$ cat src/rtl/multicycle_core_ctrl.sv
// Multicycle control FSM: sequences fetch/decode/execute/mem/writeback,
// owns the PC and IR, bounds memory waits and parks in a sticky fault state.
module multicycle_core_ctrl #(
  parameter int              PC_W     = 32,
  parameter int              XLEN     = 64,
  parameter logic [PC_W-1:0] RESET_PC = '0,
  parameter int              MAX_WAIT = 15
) (
  input  logic            clk,
  input  logic            rst,
  output logic            imem_req,
  output logic [PC_W-1:0] imem_addr,
  input  logic            imem_ready,
  input  logic [31:0]     imem_rdata,
  output logic            dmem_req,
  output logic            dmem_we,
  input  logic            dmem_ready,
  input  logic            alu_zero,
  input  logic [XLEN-1:0] imm,
  output logic [PC_W-1:0] pc,
  output logic [31:0]     ir,
  output logic [1:0]      alu_op,
  output logic            alu_src,
  output logic            reg_write,
  output logic            mem_to_reg,
  output logic [2:0]      state,
  output logic            retire,
  output logic            fault
);

  typedef enum logic [2:0] {
    S_FETCH     = 3'd0,
    S_DECODE    = 3'd1,
    S_EXECUTE   = 3'd2,
    S_MEM       = 3'd3,
    S_WRITEBACK = 3'd4,
    S_FAULT     = 3'd7
  } state_t;

  localparam logic [6:0]  OP_R      = 7'b0110011;
  localparam logic [6:0]  OP_I      = 7'b0010011;
  localparam logic [6:0]  OP_LOAD   = 7'b0000011;
  localparam logic [6:0]  OP_STORE  = 7'b0100011;
  localparam logic [6:0]  OP_BRANCH = 7'b1100011;
  localparam logic [31:0] NOP_INSN  = 32'h0000_0013;
  // Last counter value at which a still-low ready forces the fault.
  localparam logic [7:0]  WAIT_LAST = 8'(MAX_WAIT - 1);

  state_t          state_reg;
  logic [PC_W-1:0] pc_reg;
  logic [31:0]     ir_reg;
  logic [7:0]      wait_cnt_reg;
  logic            imem_req_reg;
  logic            dmem_req_reg;
  logic            dmem_we_reg;
  logic            reg_write_reg;
  logic            mem_to_reg_reg;
  logic            retire_reg;
  logic            fault_reg;

  logic [6:0]      opcode;
  logic            is_r, is_i, is_load, is_store, is_branch, is_legal;
  logic [PC_W-1:0] pc_plus4;
  logic [PC_W-1:0] branch_target;

  assign opcode    = ir_reg[6:0];
  assign is_r      = (opcode == OP_R);
  assign is_i      = (opcode == OP_I);
  assign is_load   = (opcode == OP_LOAD);
  assign is_store  = (opcode == OP_STORE);
  assign is_branch = (opcode == OP_BRANCH);
  assign is_legal  = is_r | is_i | is_load | is_store | is_branch;

  always_comb begin
    alu_op = 2'b00;
    if (is_branch)
      alu_op = 2'b01;
    else if (is_r || is_i)
      alu_op = 2'b10;
  end
  assign alu_src = is_i | is_load | is_store;

  assign pc_plus4      = pc_reg + PC_W'(4);
  assign branch_target = pc_reg + imm[PC_W-1:0];

  generate
    if (XLEN > PC_W) begin : g_imm_hi
      logic unused_imm_hi;
      assign unused_imm_hi = ^imm[XLEN-1:PC_W];
    end
  endgenerate

  always_ff @(posedge clk or negedge rst) begin
    if (!rst) begin
      state_reg      <= S_FETCH;
      pc_reg         <= RESET_PC;
      ir_reg         <= NOP_INSN;
      wait_cnt_reg   <= '0;
      imem_req_reg   <= 1'b1;
      dmem_req_reg   <= 1'b0;
      dmem_we_reg    <= 1'b0;
      reg_write_reg  <= 1'b0;
      mem_to_reg_reg <= 1'b0;
      retire_reg     <= 1'b0;
      fault_reg      <= 1'b0;
    end else begin
      // Pulsed outputs default low; the transitions below raise them.
      retire_reg     <= 1'b0;
      reg_write_reg  <= 1'b0;
      mem_to_reg_reg <= 1'b0;
      case (state_reg)
        S_FETCH: begin
          if (imem_ready) begin
            ir_reg       <= imem_rdata;
            imem_req_reg <= 1'b0;
            state_reg    <= S_DECODE;
          end else if (wait_cnt_reg == WAIT_LAST) begin
            imem_req_reg <= 1'b0;
            fault_reg    <= 1'b1;
            state_reg    <= S_FAULT;
          end else begin
            wait_cnt_reg <= wait_cnt_reg + 8'd1;
          end
        end
        S_DECODE: begin
          if (is_legal) begin
            state_reg <= S_EXECUTE;
          end else begin
            fault_reg <= 1'b1;
            state_reg <= S_FAULT;
          end
        end
        S_EXECUTE: begin
          if (is_load || is_store) begin
            dmem_req_reg <= 1'b1;
            dmem_we_reg  <= is_store;
            wait_cnt_reg <= '0;
            state_reg    <= S_MEM;
          end else if (is_branch) begin
            if (alu_zero && (branch_target[1:0] != 2'b00)) begin
              fault_reg <= 1'b1;
              state_reg <= S_FAULT;
            end else begin
              pc_reg       <= alu_zero ? branch_target : pc_plus4;
              retire_reg   <= 1'b1;
              imem_req_reg <= 1'b1;
              wait_cnt_reg <= '0;
              state_reg    <= S_FETCH;
            end
          end else begin
            reg_write_reg <= 1'b1;
            state_reg     <= S_WRITEBACK;
          end
        end
        S_MEM: begin
          if (dmem_ready) begin
            dmem_req_reg <= 1'b0;
            dmem_we_reg  <= 1'b0;
            if (is_store) begin
              pc_reg       <= pc_plus4;
              retire_reg   <= 1'b1;
              imem_req_reg <= 1'b1;
              wait_cnt_reg <= '0;
              state_reg    <= S_FETCH;
            end else begin
              reg_write_reg  <= 1'b1;
              mem_to_reg_reg <= 1'b1;
              state_reg      <= S_WRITEBACK;
            end
          end else if (wait_cnt_reg == WAIT_LAST) begin
            dmem_req_reg <= 1'b0;
            dmem_we_reg  <= 1'b0;
            fault_reg    <= 1'b1;
            state_reg    <= S_FAULT;
          end else begin
            wait_cnt_reg <= wait_cnt_reg + 8'd1;
          end
        end
        S_WRITEBACK: begin
          pc_reg       <= pc_plus4;
          retire_reg   <= 1'b1;
          imem_req_reg <= 1'b1;
          wait_cnt_reg <= '0;
          state_reg    <= S_FETCH;
        end
        S_FAULT: begin
          fault_reg <= 1'b1;
        end
        default: begin
          imem_req_reg <= 1'b0;
          dmem_req_reg <= 1'b0;
          dmem_we_reg  <= 1'b0;
          fault_reg    <= 1'b1;
          state_reg    <= S_FAULT;
        end
      endcase
    end
  end

  assign state      = state_reg;
  assign pc         = pc_reg;
  assign imem_addr  = pc_reg;
  assign ir         = ir_reg;
  assign imem_req   = imem_req_reg;
  assign dmem_req   = dmem_req_reg;
  assign dmem_we    = dmem_we_reg;
  assign reg_write  = reg_write_reg;
  assign mem_to_reg = mem_to_reg_reg;
  assign retire     = retire_reg;
  assign fault      = fault_reg;

endmodule

$ cat config.mk
export PLATFORM = sky130hd
export DESIGN_NAME = multicycle_core_ctrl
export DESIGN_NICKNAME = d
export VERILOG_FILES = /design/src/rtl/multicycle_core_ctrl.sv
export SDC_FILE = /design/constraint.sdc
export NUM_CORES = 1
export LEC_CHECK = 0
export BUFFER_PORTS_ARGS = -buffer_cell sky130_fd_sc_hd__buf_2
export CAP_MARGIN = 10
export CELL_PAD_IN_SITES_DETAIL_PLACEMENT = 2
export CELL_PAD_IN_SITES_GLOBAL_PLACEMENT = 2
export CORE_MARGIN = 2
export CORE_UTILIZATION = 32
export DETAILED_ROUTE_END_ITERATION = 8
export PLACE_DENSITY = 0.93
export SLEW_MARGIN = 25
export SYNTH_ARGS = -nofsm -noshare
export SYNTH_HDL_FRONTEND = slang
export SYNTH_SLANG_ARGS = --single-unit
$ cat constraint.sdc
create_clock -name clk -period 5.7 [get_ports clk]
set_input_delay 0.57 -clock clk [delete_from_list [all_inputs] [get_ports clk]]
set_output_delay 0.57 -clock clk [all_outputs]
set_load 0.01 [all_outputs]
Word-level counts from Yosys, hierarchy flattened
Index checks and enable logic that the tools add are counted.
W data, S select, Z words.
{"block": "totals", "register_bits": 82, "input_bits": 101, "out_inout_bits": 109, "wordCells": 123}
{"block": "op_classes", "addsub": 3, "eq_ne": 26, "mux": 59, "bitwise": 9, "reduce_logical": 15}
{"cell": "$mux W32", "n": 6}
{"cell": "$pmux W32 S3", "n": 1}
{"cell": "$mux W8", "n": 7}
{"cell": "$add A32 B3 Y32 const B", "n": 1}
{"cell": "$add A32 B32 Y32", "n": 1}
{"cell": "$pmux W8 S4", "n": 1}
{"cell": "$mux W1", "n": 27}
{"cell": "$mux W3", "n": 8}
{"cell": "$ne A2 B2 Y1 const B", "n": 10}
{"cell": "$pmux W3 S6", "n": 1}
{"cell": "$ne A3 B3 Y1 const B", "n": 5}
{"cell": "$eq A7 B6 Y1 const B", "n": 2}
{"cell": "$reduce_and A7 Y1", "n": 2}
{"cell": "$pmux W1 S5", "n": 2}
{"cell": "$pmux W1 S3", "n": 3}
{"cell": "$add A8 B1 Y8 const B", "n": 1}
{"cell": "$eq A8 B4 Y1 const B", "n": 1}
{"cell": "$eq A7 B2 Y1 const B", "n": 1}
{"cell": "$eq A7 B5 Y1 const B", "n": 1}
{"cell": "$eq A7 B7 Y1 const B", "n": 1}
{"cell": "$eq A3 B2 Y1 const B", "n": 2}
{"cell": "$eq A3 B3 Y1 const B", "n": 2}
{"cell": "$or A1 B1 Y1", "n": 6}
{"cell": "$reduce_and A6 Y1", "n": 1}
{"cell": "15 further kinds", "n": 19}

Depth between registers and ports, before layout
Gate-level depths: netlist (run 1).
{"block": "logic_depth", "depth_word": 7, "depth_mapped": 12, "ltp_nobuf": 11}

Worst setup path after synthesis (run 1)
Ideal clock, no wire load.
{"block": "synth_timing", "path_type": "input port to flip-flop", "start": "input port imm[0]", "end": "register pc_reg[30] (netlist: imem_addr[30])", "setup_time_ns": 0.065, "arrival_ns": 2.741, "t_required_ns": 5.635, "slack_ns": 2.894, "stages": 11, "n_path_buf": 0, "cell_sequence": "ha_1 > fa_1 > a21oi_1 > o211ai_1 > o211ai_1 > a21o_1 > a21oi_2 > a221o_1 > a31o_2 > a31oi_1 > o21a_1"}
{"block": "synth_via", "elab_chain_cells": 6, "elab_cells_between_ends": 10, "cone_classes": "add/sub: 1; eq/ne: 1; mux: 5; reduce/logical: 3"}
{"item": "from (decl)", "line": "19", "source": "input logic [XLEN-1:0] imm,"}
{"item": "$add A32 B32 Y32 *", "line": "84", "source": "assign branch_target = pc_reg + imm[PC_W-1:0];"}
{"item": "$mux W32", "line": "144", "source": "pc_reg <= alu_zero ? branch_target : pc_plus4;"}
{"item": "$mux W32", "line": "140", "source": "if (alu_zero && (branch_target[1:0] != 2'b00)) begin"}
{"item": "$mux W32", "line": "139", "source": "end else if (is_branch) begin"}
{"item": "$mux W32", "line": "134", "source": "if (is_load || is_store) begin"}
{"item": "$pmux W32 S3", "line": "111", "source": "case (state_reg)"}
{"item": "to (signal assigned)", "line": "144"}
{"item": "to (signal assigned)", "line": "160", "source": "pc_reg <= pc_plus4;"}
{"item": "to (signal assigned)", "line": "180", "source": "pc_reg <= pc_plus4;"}
{"item": "to (decl)", "line": "50", "source": "logic [PC_W-1:0] pc_reg;"}
Every way passes the cells marked *; elsewhere a longest branch is shown, timed or not. The select of a mux whose other input is x is not followed.
A chain may end at the register's enable or synchronous reset.

Worst setup path after layout (run 1)
{"block": "layout_timing", "start": "register pc_reg[0] (netlist: imem_addr[0])", "end": "register pc_reg[30] (netlist: imem_addr[30])"}
{"block": "layout_via", "elab_chain_cells": 6, "elab_cells_between_ends": 13, "cone_classes": "add/sub: 2; eq/ne: 1; mux: 7; reduce/logical: 3"}
{"item": "$add A32 B3 Y32 / $add A32 B32 Y32 (equally long branches)", "line": "83, 84"}
{"item": "$mux W32", "line": "144"}
{"item": "$mux W32", "line": "140"}
{"item": "$mux W32", "line": "139"}
{"item": "$mux W32", "line": "134"}
{"item": "$pmux W32 S3", "line": "111"}
Several ways; a longest one is shown, not always the timed one. The select of a mux whose other input is x is not followed.

==> flow_metrics.tcl, run 1 <==
set metrics [dict create \
    status "complete, no violations" \
    p_per_area_nw_per_um2 258 \
    die_area_um2 20300 \
    totalWireLength_um 22300 \
    maxSlewHeadroom 0.319 \
    r2r_slack_ns 2.48 \
    fin_tns_setup_ns 0 \
    diodes 0 \
    die_y_um 142 \
    slew_viol_final 0 \
    rr_startpoint "imem_addr[0]" \
    avgViaCountPerCell 5.58 \
    r2r-end "imem_addr[30]" \
    h-tree-depth 3 \
    coreArea_um2 18800 \
    path_cells "ha_1 -> fa_1 -> a21oi_1 -> o211ai_1 -> o211ai_1 -> a21o_1 -> a21oi_2 -> a221o_1 -> a31o_2 -> a31oi_1 -> o21a_1" \
    insertion_delay_ns 0.36 \
    yosysMostFrequentCell "a21oi_1" \
    final-seq-area_um2 2060 \
    synth.net_count 845 \
    fin_skew_ns 0.00731 \
    rsz0062_at_grt "no" \
    cp-start-kind "flop" \
    min_period_ns 3.22 \
    setup_viol 0 \
    worstPathRequired_ns 6.00 \
    synth_warnings 0 \
    post_cts_buffers 0 \
    crit_arrival_ns 3.52 \
    track_usage 0.223 \
    area_growth_syn_to_layout_pct 19.1 \
    port_buffers 177 \
    maxCapViolCount 0 \
    tightestPinTransition_ns 1.02 \
    crit_path_end_kind "flop" \
    layout_setup_ws_ns 2.48 \
    antenna_left 0 \
    dp_hpwl_um 17100 \
    reg2reg_depth 11 \
    antenna_found_initial 0 \
    clockBufferDepth 2 \
    synth_ff_type "dfrtp_1" \
    pin_count 210 \
    yosysTopAreaCell "dfrtp_1" \
    final_util 0.389 \
    slowest_stage "fa_1" \
    startpoint "imem_addr[0]" \
    max_stage_delay_ns 0.43 \
    cts_hold_buf 0 \
    hold_viol 0 \
    die_w_um 142 \
    grt_first_pass_wirelength_um 35500 \
    leakage_nw 3.32 \
    clock-sinks 82 \
    syn_inst 709 \
    async_flop_share 1.00 \
    vias 6002 \
    grt_max_degree 52 \
    crit_top_cell "o211ai_1" \
    start_util 0.327 \
    syn_area_per_cell_um2 8.65 \
    fin_crit_sh 0.565 \
    fillers 2154 \
    path_max_fanout 4 \
    layout-drive-gt1-share 0.309 \
    drc_errors 0 \
    drtIter0Drc 247 \
    cts_tree "done" \
    routedWlPerCell_um 20.7 \
    clkTransAtPathRegs_ns 0.07 \
    postCtsResizedCells 0 \
    place_ws_ns 2.27 \
    multi_input_area_um2 3630 \
    yosys-top-cells-area "dfrtp_1 32%, a21oi_1 7.0%, ha_1 6.9%, mux2_2 5.9%, o21ai_0 5.6%" \
    first_pass_iters 4 \
    ir_worst_vdd_mv 0.140 \
    cts_buffers 9 \
    grt_overflow 0 \
    synth_area_um2 6130 \
    clockRootBuffer "clkbuf_16" \
    rows 50 \
    synth.ff_latch_count 82 \
    nets 972 \
    grt_pass1_vias 6540 \
    synth.distinct_cells 69 \
    ys_seq_area_frac 0.336 \
    synth_top_area_frac 0.318 \
    synth_edf_count 0 \
    fmax_ghz 0.311 \
    path_class "reg -> reg" \
    synth.top_cells.by_count "86 x a21oi_1, 78 x dfrtp_1, 68 x o21ai_0" \
    globalplace.congestion 0.844 \
    hold_path_class "in -> async" \
]
==> cell type report <==
cell class / count / share of cell area
well taps: 234 / 0.0401
repair buffers: 183 / 0.128
clock buffers: 9 / 0.0309
clock inverters: 7 / 0.0159
flip-flops and latches: 82 / 0.282
inverters: 12 / 0.00617
multi-input cells: 548 / 0.497
==> report_power, final <==
group	internal (mW)	switching (mW)	total (mW)
combinational	0.209	0.295	0.504
sequential	0.630	0.0605	0.690
clock	0.428	0.263	0.692
==> metrics by stage <==
| stage | power (mW) | cells | hold WS (ns) | area (um^2) |
|---|---|---|---|---|
| CTS | 1.91 | 1075 | 0.177 | 7300 |
| finish | 1.89 | 1075 | 0.168 | 7300 |
| global route | 1.99 | 1075 | 0.192 | 7300 |
| global placement | 1.17 | 1059 | 0.448 | 6960 |
| detailed placement | 1.21 | 1059 | 0.456 | 6960 |
| floorplan | 1.02 | 709 | 0.274 | 6130 |
==> worst max-delay path, delay by kind of cell, from the launching register on <==
family | cells | cell delay (ns)
flip-flops | 1 | 0.42
adder cells (fa/ha/maj) | 2 | 0.72
AO/OA/AOI/OAI | 9 | 2.03
==> cells in the final DEF (no fill, tap or decap), drive strengths merged, types with 6 or more instances in the layout <==
cell    instances
nor2           45
nand3          27
a211oi          6
clkbuf          9
ha             34
a21oi          87
xor2           11
and2            6
dfrtp          78
or2             6
xnor2          15
a21o           16
o21ai          73
inv            12
nand4          14
nor4            7
nand2          64
nor3           13
o21bai          7
buf           183
nor2b           8
and3           12
mux2           32
==> cell families (layout without fill, tap and decap cells) <==
group / count (synthesis) / in the layout / synth area share
xor+xnor: 26 / 26 / 0.0371
compound gates: 239 / 239 / 0.240
flops: 82 / 82 / 0.336
simple gates: 216 / 216 / 0.183
buf+inv: 79 / 211 / 0.0729
fa+ha+maj: 35 / 35 / 0.0727
mux: 32 / 32 / 0.0588
==> routing by layer <==
| layer | up-vias | GRT usage | wire length (um) | part of all wire |
|---|---|---|---|---|
| met1 | 2998 | 0.263 | 9490 | 0.43 |
| li1 | 2813 | - | - | - |
| met2 | 164 | 0.405 | 11100 | 0.50 |
| met5 | - | 0 | 0 | 0 |
| met3 | 27 | 0.0498 | 1270 | 0.057 |
| met4 | 0 | 0.0615 | 395 | 0.018 |
==> how the worst max path moves through the flow <==
stage / to / slack, ns
after floorplan: imem_addr[30] / 2.89
after global placement: imem_addr[30] / 2.36
after detailed placement: imem_addr[30] / 2.27
after CTS: imem_addr[30] / 2.48
after global routing: imem_addr[30] / 2.30
final: imem_addr[30] / 2.48
Note: power is estimated with default switching activity, not from simulation.
==> run 2: changes to the inputs <==
- ABC_AREA: not set -> 1
- CORE_UTILIZATION: 32 -> 27
- PLACE_DENSITY: 0.93 -> 0.86
- clock period: 5.7 -> 3 ns (I/O delays scaled with it)
==> run 2 against run 1 <==
Effect of this change: combinational power grew 60%; largest power group is now sequential cells; global-route usage shrank 0.14 points; largest cell class unchanged; highest routed layer unchanged; critical path depth shrank 1.
==> flow_metrics.tcl, run 2 <==
set metrics [dict create \
    synth_warnings 0 \
    crit_top_cell "nand2_1" \
    first_pass_iters 4 \
    slowest_stage "dfrtp_1" \
    reg2reg_depth 10 \
    cts_buffers 9 \
    path_max_fanout 8 \
    dp_hpwl_um 24800 \
    fin_crit_sh 0.847 \
    tightestPinTransition_ns 0.836 \
    insertion_delay_ns 0.35 \
    die_w_um 166 \
    max_stage_delay_ns 0.55 \
    synth_ff_type "dfrtp_1" \
    port_buffers 177 \
    slew_viol_final 0 \
    area_growth_syn_to_layout_pct 19.6 \
    clock-sinks 82 \
    cts_tree "done" \
    h-tree-depth 3 \
    pin_count 210 \
    die_y_um 166 \
    syn_area_per_cell_um2 6.25 \
    clkTransAtPathRegs_ns 0.07 \
    path_cells "ha_1 -> nand2_1 -> nor2_1 -> nand2_1 -> nor3_1 -> o21ai_0 -> nand3_1 -> nand3_1 -> nand2_1 -> nand2_1" \
    hold_path_class "in -> reg" \
    synth.net_count 1270 \
    yosys-top-cells-area "dfrtp_1 28%, nand2_1 23%, inv_1 7.6%, ha_1 6.0%, nand3_1 5.4%" \
    r2r_slack_ns 0.46 \
    vias 7964 \
    nets 1423 \
    grt_overflow 0 \
    diodes 0 \
    start_util 0.273 \
    synth_top_area_frac 0.276 \
    maxCapViolCount 0 \
    dpl-instance-area_um2 8160 \
    rows 59 \
    layout-drive-gt1-share 0.183 \
    yosysTopAreaCell "dfrtp_1" \
    path_class "reg -> reg" \
    maxSlewHeadroom 0.438 \
    hold_viol 0 \
    p_per_area_nw_per_um2 374 \
    die_area_um2 27500 \
    fin_skew_ns 0.00943 \
    crit_end "imem_addr[27]" \
    setup_viol 0 \
    final-seq-area_um2 2060 \
    ir_worst_vdd_mv 0.261 \
    final_area_um2 8470 \
    multi_input_area_um2 4090 \
    worstPathRequired_ns 3.24 \
    rr_startpoint "imem_addr[22]" \
    status "complete, no violations" \
    fillers 3260 \
    clockRootBuffer "clkbuf_16" \
    async_flop_share 1.00 \
    synth.distinct_cells 44 \
    grt_max_degree 50 \
    routedWlPerCell_um 18.8 \
    postCtsResizedCells 0 \
    ys_seq_area_frac 0.290 \
    fin_tns_setup_ns 0 \
    wl_met1_um 13200 \
    layout_commonest_cell "nand2_1" \
    layout_common_cells "434 x nand2_1, 176 x buf_2, 143 x inv_1" \
    antenna_found_initial 0 \
    crit_path_end_kind "flop" \
    leakage_nw 4.77 \
    yosysMostFrequentCell "nand2_1" \
    grt_pass1_vias 8818 \
    antenna_left 0 \
    startpoint "imem_addr[22]" \
    totalWireLength_um 30600 \
    synth_edf_count 0 \
    rsz0062_at_grt "no" \
    synth.ff_latch_count 82 \
    clockBufferDepth 2 \
    r2r-end "imem_addr[27]" \
    route.met2.wl_um 15600 \
    avgViaCountPerCell 4.89 \
    drtIter0Drc 368 \
    syn_inst 1134 \
    cp-start-kind "flop" \
    track_usage 0.221 \
    coreArea_um2 25900 \
    dr_wl_met3_um 985 \
    synth_area_um2 7080 \
    synth.top_cells.by_count "434 x nand2_1, 143 x inv_1, 100 x nor2_1" \
    min_period_ns 2.54 \
    crit_arrival_ns 2.78 \
    fmax_ghz 0.393 \
    highest_layer "met4" \
    grt_first_pass_wirelength_um 48400 \
    globalplace.congestion 0.862 \
    drc_errors 0 \
]
==> run 2: changes by cell type in the layout (fill, tap and decap cells not counted), moves of 24 or more <==
cell / previous run / this run
nand2_1: 63 / 434
nor2_1: 42 / 100
mux2_2: 32 / 0
o21ai_1: 5 / 29
a21oi_1: 86 / 44
inv_1: 11 / 143
nand3_1: 25 / 76
o21ai_0: 68 / 38
==> run 2: layer usage <==
layer / global-route usage / vias to the layer above
met3: 0.0319 / 44
met2: 0.402 / 157
met5: 0 / -
met1: 0.267 / 3905
met4: 0.0733 / 0
li1: - / 3858
==> run 2: cell families after synthesis <==
logic type | after synthesis | synth area share
AOI/OAI and AO/OA | 133 | 0.103
xor gates and xnor gates | 21 | 0.0260
adders and majority gates | 35 | 0.0629
buffers and inverters | 202 | 0.132
DFF | 82 | 0.290
and+or+nand+nor | 661 | 0.386
==> run 2: per-stage QoR <==
step	util	instances	setup WS, ns	power (mW)	hold WS (ns)
final	0.327	1627	0.458	3.17	0.152
after global routing	0.327	1627	0.235	3.35	0.159
after CTS	0.327	1627	0.426	3.21	0.139
after detailed placement	0.315	1610	0.443	2.04	0.301
after global placement	0.315	1610	0.565	1.99	0.305
after floorplan	-	1134	0.837	1.70	0.00441
==> run 2: worst min path at each step <==
stage	depth (start not counted)	slack, ns	start	to
6_report	3	0.15	imem_rdata[1]	ir[1]
5_1_grt	3	0.16	imem_rdata[13]	ir[13]
4_1_cts	3	0.14	imem_rdata[1]	ir[1]
3_5_place_dp	1	0.30	rst	ir[28]
3_3_place_gp	1	0.31	rst	ir[11]
2_1_floorplan	0	0.004	rst	dmem_req
==> run 2: final cells by class <==
cell class	count	area share
clock buffer	11	0.0287
multi-input combinational	850	0.483
timing repair buffer	194	0.123
tap	335	0.0495
clock inverter	5	0.00635
sequential	82	0.243
inverter	150	0.0665
==> run 2: report_power, final <==
group	total (mW)	internal, mW	leakage [nW]	switching (mW)
logic	0.804	0.273	3.66	0.531
registers	1.21	1.15	0.957	0.0618
clock network	1.15	0.666	0.149	0.485
total	3.17	2.09	4.77	1.08
==> run 2: timing repair <==
| action | CTS | global route |
|---|---|---|
| hold buffers | 1 | 0 |
| endpoints found under the hold margin | 33 | 0 |
| buffers inserted | 0 | 0 |
==> run 2: critical path, delay by kind of cell (launching register included) <==
family	cells	cell delay [ns]
AOI/OAI and AO/OA	1	0.30
adders and majority gates	1	0.48
DFF	1	0.55
and+or+nand+nor	8	1.10
